File: src/rtl/imem_program_loader_if.sv
// Host-side program load channel: byte stream in, load status out.
// The master modport is the host, and the slave modport is the loader.
interface imem_program_loader_if #(
  parameter int unsigned ADDR_W = 8,
  parameter int unsigned DATA_W = 8
);
  logic              load_start;
  logic              load_valid;
  logic [DATA_W-1:0] load_data;
  logic              load_last;
  logic              load_ready;
  logic              cpu_hold;
  logic              load_done;
  logic              load_error;
  logic [ADDR_W:0]   load_count;
  logic [DATA_W-1:0] load_sum;

  modport master (
    output load_start, load_valid, load_data, load_last,
    input  load_ready, cpu_hold, load_done, load_error, load_count, load_sum
  );

  modport slave (
    input  load_start, load_valid, load_data, load_last,
    output load_ready, cpu_hold, load_done, load_error, load_count, load_sum
  );
endinterface

File: src/rtl/imem_program_loader.sv
// Writable instruction memory. A host streams a program in from address 0 while the CPU is held.
// The CPU is then released to fetch the new program through a zero-latency read port.
module imem_program_loader #(
  parameter int unsigned ADDR_W     = 8,
  parameter int unsigned DATA_W     = 8,
  parameter int unsigned DEPTH      = 256,
  parameter int unsigned HOLD_EXTRA = 2
) (
  input  logic                  clk,
  input  logic                  reset,
  input  logic [ADDR_W-1:0]     Read_Address,
  output logic [DATA_W-1:0]     Instruction,
  imem_program_loader_if.slave  bus
);

  localparam int unsigned CNT_W  = ADDR_W + 1;
  localparam int unsigned HOLD_W = (HOLD_EXTRA < 2) ? 1 : $clog2(HOLD_EXTRA + 1);

  typedef enum logic [1:0] {
    IDLE    = 2'd0,
    LOAD    = 2'd1,
    RELEASE = 2'd2,
    RUN     = 2'd3
  } state_t;

  state_t              r_state;
  logic [ADDR_W-1:0]   r_addr;
  logic [CNT_W-1:0]    r_count;
  logic [DATA_W-1:0]   r_sum;
  logic                r_done;
  logic                r_error;
  logic [HOLD_W-1:0]   r_hold;

  state_t              w_state_next;
  logic [ADDR_W-1:0]   w_addr_next;
  logic [CNT_W-1:0]    w_count_next;
  logic [DATA_W-1:0]   w_sum_next;
  logic                w_done_next;
  logic                w_error_next;
  logic [HOLD_W-1:0]   w_hold_next;
  logic                w_xfer;

  logic [DATA_W-1:0]   r_mem [DEPTH];

  // A start pulse always wins over a byte presented in the same cycle.
  assign w_xfer = (r_state == LOAD) && bus.load_valid && !bus.load_start;

  // State and status registers.
  always_ff @(posedge clk) begin
    if (reset) begin
      r_state <= IDLE;
      r_addr  <= '0;
      r_count <= '0;
      r_sum   <= '0;
      r_done  <= 1'b0;
      r_error <= 1'b0;
      r_hold  <= '0;
    end else begin
      r_state <= w_state_next;
      r_addr  <= w_addr_next;
      r_count <= w_count_next;
      r_sum   <= w_sum_next;
      r_done  <= w_done_next;
      r_error <= w_error_next;
      r_hold  <= w_hold_next;
    end
  end

  // Next-state and next-status logic.
  always_comb begin
    w_state_next = r_state;
    w_addr_next  = r_addr;
    w_count_next = r_count;
    w_sum_next   = r_sum;
    w_done_next  = r_done;
    w_error_next = r_error;
    w_hold_next  = r_hold;

    if (bus.load_start) begin
      w_state_next = LOAD;
      w_addr_next  = '0;
      w_count_next = '0;
      w_sum_next   = '0;
      w_done_next  = 1'b0;
      w_error_next = 1'b0;
      w_hold_next  = '0;
    end else begin
      case (r_state)
        LOAD: begin
          if (w_xfer) begin
            w_addr_next  = r_addr + ADDR_W'(1);
            w_count_next = r_count + CNT_W'(1);
            w_sum_next   = r_sum + bus.load_data;
            if (bus.load_last) begin
              if (HOLD_EXTRA == 0) begin
                w_state_next = RUN;
                w_done_next  = 1'b1;
              end else begin
                w_state_next = RELEASE;
                w_hold_next  = HOLD_W'(HOLD_EXTRA);
              end
            end else if (r_addr == ADDR_W'(DEPTH - 1)) begin
              w_state_next = IDLE;
              w_error_next = 1'b1;
            end
          end
        end
        RELEASE: begin
          if (r_hold <= HOLD_W'(1)) begin
            w_state_next = RUN;
            w_done_next  = 1'b1;
            w_hold_next  = '0;
          end else begin
            w_hold_next  = r_hold - HOLD_W'(1);
          end
        end
        default: ;
      endcase
    end
  end

  // Program storage. Reset does not clear it, so a reset does not wipe a loaded program.
  always_ff @(posedge clk) begin
    if (!reset && w_xfer) begin
      r_mem[r_addr] <= bus.load_data;
    end
  end

  // A partially loaded program reads back as NOP.
  assign Instruction = ((r_state == RUN) || (r_state == IDLE)) ? r_mem[Read_Address] : '0;

  assign bus.load_ready = (r_state == LOAD);
  assign bus.cpu_hold   = (r_state != RUN);
  assign bus.load_done  = r_done;
  assign bus.load_error = r_error;
  assign bus.load_count = r_count;
  assign bus.load_sum   = r_sum;

endmodule
File: src/flat_wrapper.sv
// flat-port wrapper written by rule: the top's interface ports become plain ports
module imem_program_loader_flat 
#(
  parameter int unsigned ADDR_W     = 8,
  parameter int unsigned DATA_W     = 8,
  parameter int unsigned DEPTH      = 256,
  parameter int unsigned HOLD_EXTRA = 2
)
  (clk, reset, Read_Address, Instruction, bus_load_start, bus_load_valid, bus_load_data, bus_load_last, bus_load_ready, bus_cpu_hold, bus_load_done, bus_load_error, bus_load_count, bus_load_sum);
  imem_program_loader_if #(.ADDR_W(ADDR_W), .DATA_W(DATA_W)) bus_i ();
  input  logic clk;
  input  logic reset;
  input  logic [ADDR_W-1:0] Read_Address;
  output logic [DATA_W-1:0] Instruction;
  input wire logic [$bits(bus_i.load_start)-1:0] bus_load_start;
  input wire logic [$bits(bus_i.load_valid)-1:0] bus_load_valid;
  input wire logic [$bits(bus_i.load_data)-1:0] bus_load_data;
  input wire logic [$bits(bus_i.load_last)-1:0] bus_load_last;
  output wire logic [$bits(bus_i.load_ready)-1:0] bus_load_ready;
  output wire logic [$bits(bus_i.cpu_hold)-1:0] bus_cpu_hold;
  output wire logic [$bits(bus_i.load_done)-1:0] bus_load_done;
  output wire logic [$bits(bus_i.load_error)-1:0] bus_load_error;
  output wire logic [$bits(bus_i.load_count)-1:0] bus_load_count;
  output wire logic [$bits(bus_i.load_sum)-1:0] bus_load_sum;
  assign bus_i.load_start = bus_load_start;
  assign bus_i.load_valid = bus_load_valid;
  assign bus_i.load_data = bus_load_data;
  assign bus_i.load_last = bus_load_last;
  assign bus_load_ready = bus_i.load_ready;
  assign bus_cpu_hold = bus_i.cpu_hold;
  assign bus_load_done = bus_i.load_done;
  assign bus_load_error = bus_i.load_error;
  assign bus_load_count = bus_i.load_count;
  assign bus_load_sum = bus_i.load_sum;
  imem_program_loader #(.ADDR_W(ADDR_W), .DATA_W(DATA_W), .DEPTH(DEPTH), .HOLD_EXTRA(HOLD_EXTRA)) u_core (.clk(clk), .reset(reset), .Read_Address(Read_Address), .Instruction(Instruction), .bus(bus_i));
endmodule
File: config.mk
export PLATFORM = sky130hd
export DESIGN_NAME = imem_program_loader_flat
export DESIGN_NICKNAME = d
export VERILOG_FILES = /design/src/rtl/imem_program_loader_if.sv /design/src/rtl/imem_program_loader.sv /design/src/flat_wrapper.sv
export SDC_FILE = /design/constraint.sdc
export NUM_CORES = 2
export LEC_CHECK = 0
export BUFFER_PORTS_ARGS = -buffer_cell sky130_fd_sc_hd__buf_2
export CAP_MARGIN = 20
export CORE_UTILIZATION = 45
export CTS_CLUSTER_DIAMETER = 40
export DETAILED_ROUTE_END_ITERATION = 16
export PLACE_DENSITY = 0.67
export SETUP_SLACK_MARGIN = 0.2
export SLEW_MARGIN = 10
export SYNTH_ARGS = -nofsm -noshare
export SYNTH_HDL_FRONTEND = slang
export SYNTH_SLANG_ARGS = --single-unit
File: constraint.sdc
create_clock -name clk -period 5.76 [get_ports clk]
set_input_delay 1.44 -clock clk [delete_from_list [all_inputs] [get_ports clk]]
set_output_delay 1.44 -clock clk [all_outputs]
set_load 0.02 [all_outputs]
==> run_results.csv <==
group,metric,value,unit
final_layout,layout.cell_area.non_filler,91800,µm²
floorplan,start_util,0.454,
synthesis,post_synth_main_area_contributors,"edfxtp_1, mux4_2, nor2_1, mux2i_1, o22ai_1",
detailed_routing,detail_route.iter0.violations,4734,
pwr,cell_pwr_density,350,nW/µm²
worst_setup_path,rrSetupSlack,2.40,ns
synthesis,postSynth.topFlopCell,"edfxtp_1",
detailed_routing,drtAntennaViolNets,0,
pwr,power_leakage,0.0285,µW
timing,setup_viol,0,
worst_setup_path,worst-endpoint-arrival,4.16,ns
worst_setup_path,crit-reg2reg-launch,"u_core.r_state[0]",
detailed_routing,firstDrtPassIters,7,
placed_design,port_buffers,49,
floorplan,std_cell_core_area,176000,µm²
grt,grt_antenna_before_repair,9,
clock_network,cts-buffers-inserted,215,
detailed_routing,viasPerCell,6.04,
grt,grt_pass1_wl,281,mm
min_path,hold-path-endpoint,"u_core.r_hold[0]",
clock_network,clock_insertion_delay_worst_skew,0.84,ns
final_layout,area_grow_syn2layout,14.4,%
pwr,power_frac_comb,0.043,
final_layout,layout_commonest_cell,"edfxtp_1",
synthesis,mappedNetlistArea,80200,µm²
final_layout,fillCellCount,13685,
timing,timing.slew.headroom,0.252,
clock_network,clock-root-buffer,"clkbuf_16",
grt,grt_pass1_vias,39622,
min_path,timing.hold.worst_path_depth,2,
timing,timing_worst_slew_pin_value,1.12,ns
synthesis,post-synth-top-area-fraction,0.767,
detailed_routing,detail_route.drc_violations,0,
detailed_routing,routed_wire_length,195,mm
grt,all_layer_gr_usage,0.217,
timing,clock_skew,0.0293,ns
pwr,internal-power,25300,µW
timing,layout_worst_path_cycle_share,0.972,
clock_network,clkTransAtPathRegs,0.06,ns
final_layout,commonest_cells_after_routing_fill_and_taps_aside,"edfxtp_1, mux4_2, nor2_1",
min_path,worstHoldPathType,"reg -> reg",
synthesis,synth_seq_area_share,0.775,
final_layout,fin_nets,4032,
flow_run,cap_viol_max_count,0,
worst_setup_path,critical_path.endpoint_type,"output port",
clock_network,maximum_level_of_the_cts_h_tree,4,
synthesis,synth-edff-count,2048,
timing,setup_repair_after_global_routing_missed_its_margin,"yes",
clock_network,tritoncts,"done",
placed_design,post_dp_cell_area,84100,µm²
clock_network,cts_hold_buf,0,
worst_setup_path,critical_path.startpoint_type,"input pin",
synthesis,synthDominantAreaCellType,"edfxtp_1",
final_layout,multiInputGateArea,17000,µm²
timing,fin_crit,5.60,ns
floorplan,horizontal_die_dimension,424,µm
pwr,p_sw_frac,0.212,
clock_network,cts-root-to-sink-buffers,3,
worst_setup_path,critical_path_required,4.32,ns
placed_design,place_congestion,0.868,
pwr,fin_total_pwr,32100,µW
timing,timing_hold_violations_final,0,
run_status,run_status,"complete, no violations",
timing,final_layout_worst_hold_slack,0.471,ns
floorplan,placementRows,154,
pwr,power.ir.vdd_worst,306,µV
min_path,timing.hold.worst.start,"u_core.r_hold[0]",
floorplan,top_level_pins,50,
grt,maximum_number_of_pins_on_one_net_before_global_route_repair,128,
pwr,power.share.clock,0.439,
placed_design,place.detailed.hpwl,119,mm
final_layout,share_of_final_layout_standard_cells_stronger_than_drive_strength_1,0.269,
pwr,seq_power_share,0.517,
pwr,power_switching,6800,µW
detailed_routing,post_drt_wl_per_cell,29.9,µm
synthesis,synth-seq-cells,2079,
synthesis,post_synth_inst_count,3758,
floorplan,floorplan.die.height,424,µm
worst_setup_path,reg2reg_to,"u_core.r_mem[132][0]",
detailed_routing,vias,39430,
final_layout,regArea,62100,µm²
timing,final_max_slew_viol_count,0,
synthesis,yosys_warnings,0,
worst_setup_path,crit_path_kind,"in -> out",
timing,maxClockFrequency,179,MHz
floorplan,die_area,180000,µm²
worst_setup_path,rr_worst_depth,6,
clock_network,tritoncts_num_sinks,2079,
synthesis,async_flop_share,0,
grt,global_route_total_overflow,0,
synthesis,synth_area_per_cell,21.3,µm²
worst_setup_path,crit_fanout,25,
synthesis,syn-num-nets,3795,
synthesis,synth_cell_types,51,
## stage by stage
step	setup WS [ns]	TNS, ns	util	instances
detailed placement	-0.230	-0.357	0.476	6113
finish	0.159	0	0.520	6527
CTS	0.184	0	0.519	6522
global route	0.180	0	0.520	6527
floorplan	1.34	0	-	3758
global placement	-0.236	-0.340	0.476	6113
## synthesized netlist by cell type (all sizes together) (4+ instances only)
cell type,n
mux2,16
a22oi,16
nand3,37
a31oi,9
and3,7
edfxtp,2048
o22ai,137
o21ai,39
clkbuf,77
a21oi,23
a221oi,8
nand3b,12
ha,15
or3,4
nor4,32
nor2b,7
nor3,18
buf,139
nand4,22
xor2,13
nor2,329
dfxtp,31
a211oi,16
mux2i,88
nand2,61
o211ai,9
xnor2,4
mux4,496
o221ai,8
inv,10
## cell type report
| class | count | share of cell area |
|---|---|---|
| tap | 2340 | 0.0319 |
| antenna | 2 | 0.0000545 |
| clock inverter | 156 | 0.0182 |
| inverter | 10 | 0.000409 |
| timing repair buffer | 236 | 0.0268 |
| clock buffer | 251 | 0.0608 |
| multi-input combinational | 1453 | 0.185 |
| sequential | 2079 | 0.677 |
## state kept, by name, summed over array words and instances, names as in the netlist
register	cells
u_core.r_state	2
u_core.r_addr	8
u_core.bus.load_done	1
u_core.bus.load_count	9
u_core.r_mem	2048
u_core.r_hold	2
u_core.bus.load_sum	8
u_core.bus.load_error	1
## metal layers
metal	up-vias	wire length, µm	track usage
met5	-	13	0
met4	2	7440	0.0867
met3	337	17100	0.0416
met2	1957	93600	0.339
met1	20886	76900	0.301
li1	16248	-	-
## worst max path at each step
stage	start	to
4_1_cts	Read_Address[0]	Instruction[6]
6_report	Read_Address[0]	Instruction[2]
3_5_place_dp	Read_Address[0]	Instruction[4]
5_1_grt	Read_Address[0]	Instruction[6]
3_3_place_gp	Read_Address[0]	Instruction[4]
2_1_floorplan	Read_Address[0]	Instruction[6]
## logic make-up (layout without fill, tap and decap cells)
family / count (synthesis) / count (layout) / share of synthesized area
simple gates: 547 / 547 / 0.0303
buf+inv: 226 / 653 / 0.0166
flops: 2079 / 2079 / 0.775
other cells: 0 / 2 / 0
xor+xnor: 17 / 17 / 0.00186
mux: 600 / 600 / 0.153
compound gates: 273 / 273 / 0.0216
fa+ha+maj: 16 / 16 / 0.00259
## power by group through the flow
stage          Sequential (µW)  Combinational, µW  Clock [µW]
4_1_cts                  16600               1390       14200
3_5_place_dp             16900               1360           0
5_1_grt                  16600               1460       14800
3_3_place_gp             16900               1340           0
6_report                 16600               1390       14100
2_1_floorplan            16900                711           0
## critical path, stage by stage
cell     delay [ns]
buf_12         0.25
buf_16         0.26
buf_12         0.22
mux4_2         0.52
o22ai_1        0.39
nor4_1         0.10
nand3_1        0.25
nand4_1        0.34
buf_2          0.28
## timing repair
action	CTS	global route
setup buffers	0	0
resized for setup	41	13
gates cloned	2	2
pin swaps	4	3
endpoints found under the setup margin	8	5
No activity file was read; power rests on OpenSTA's default activity.
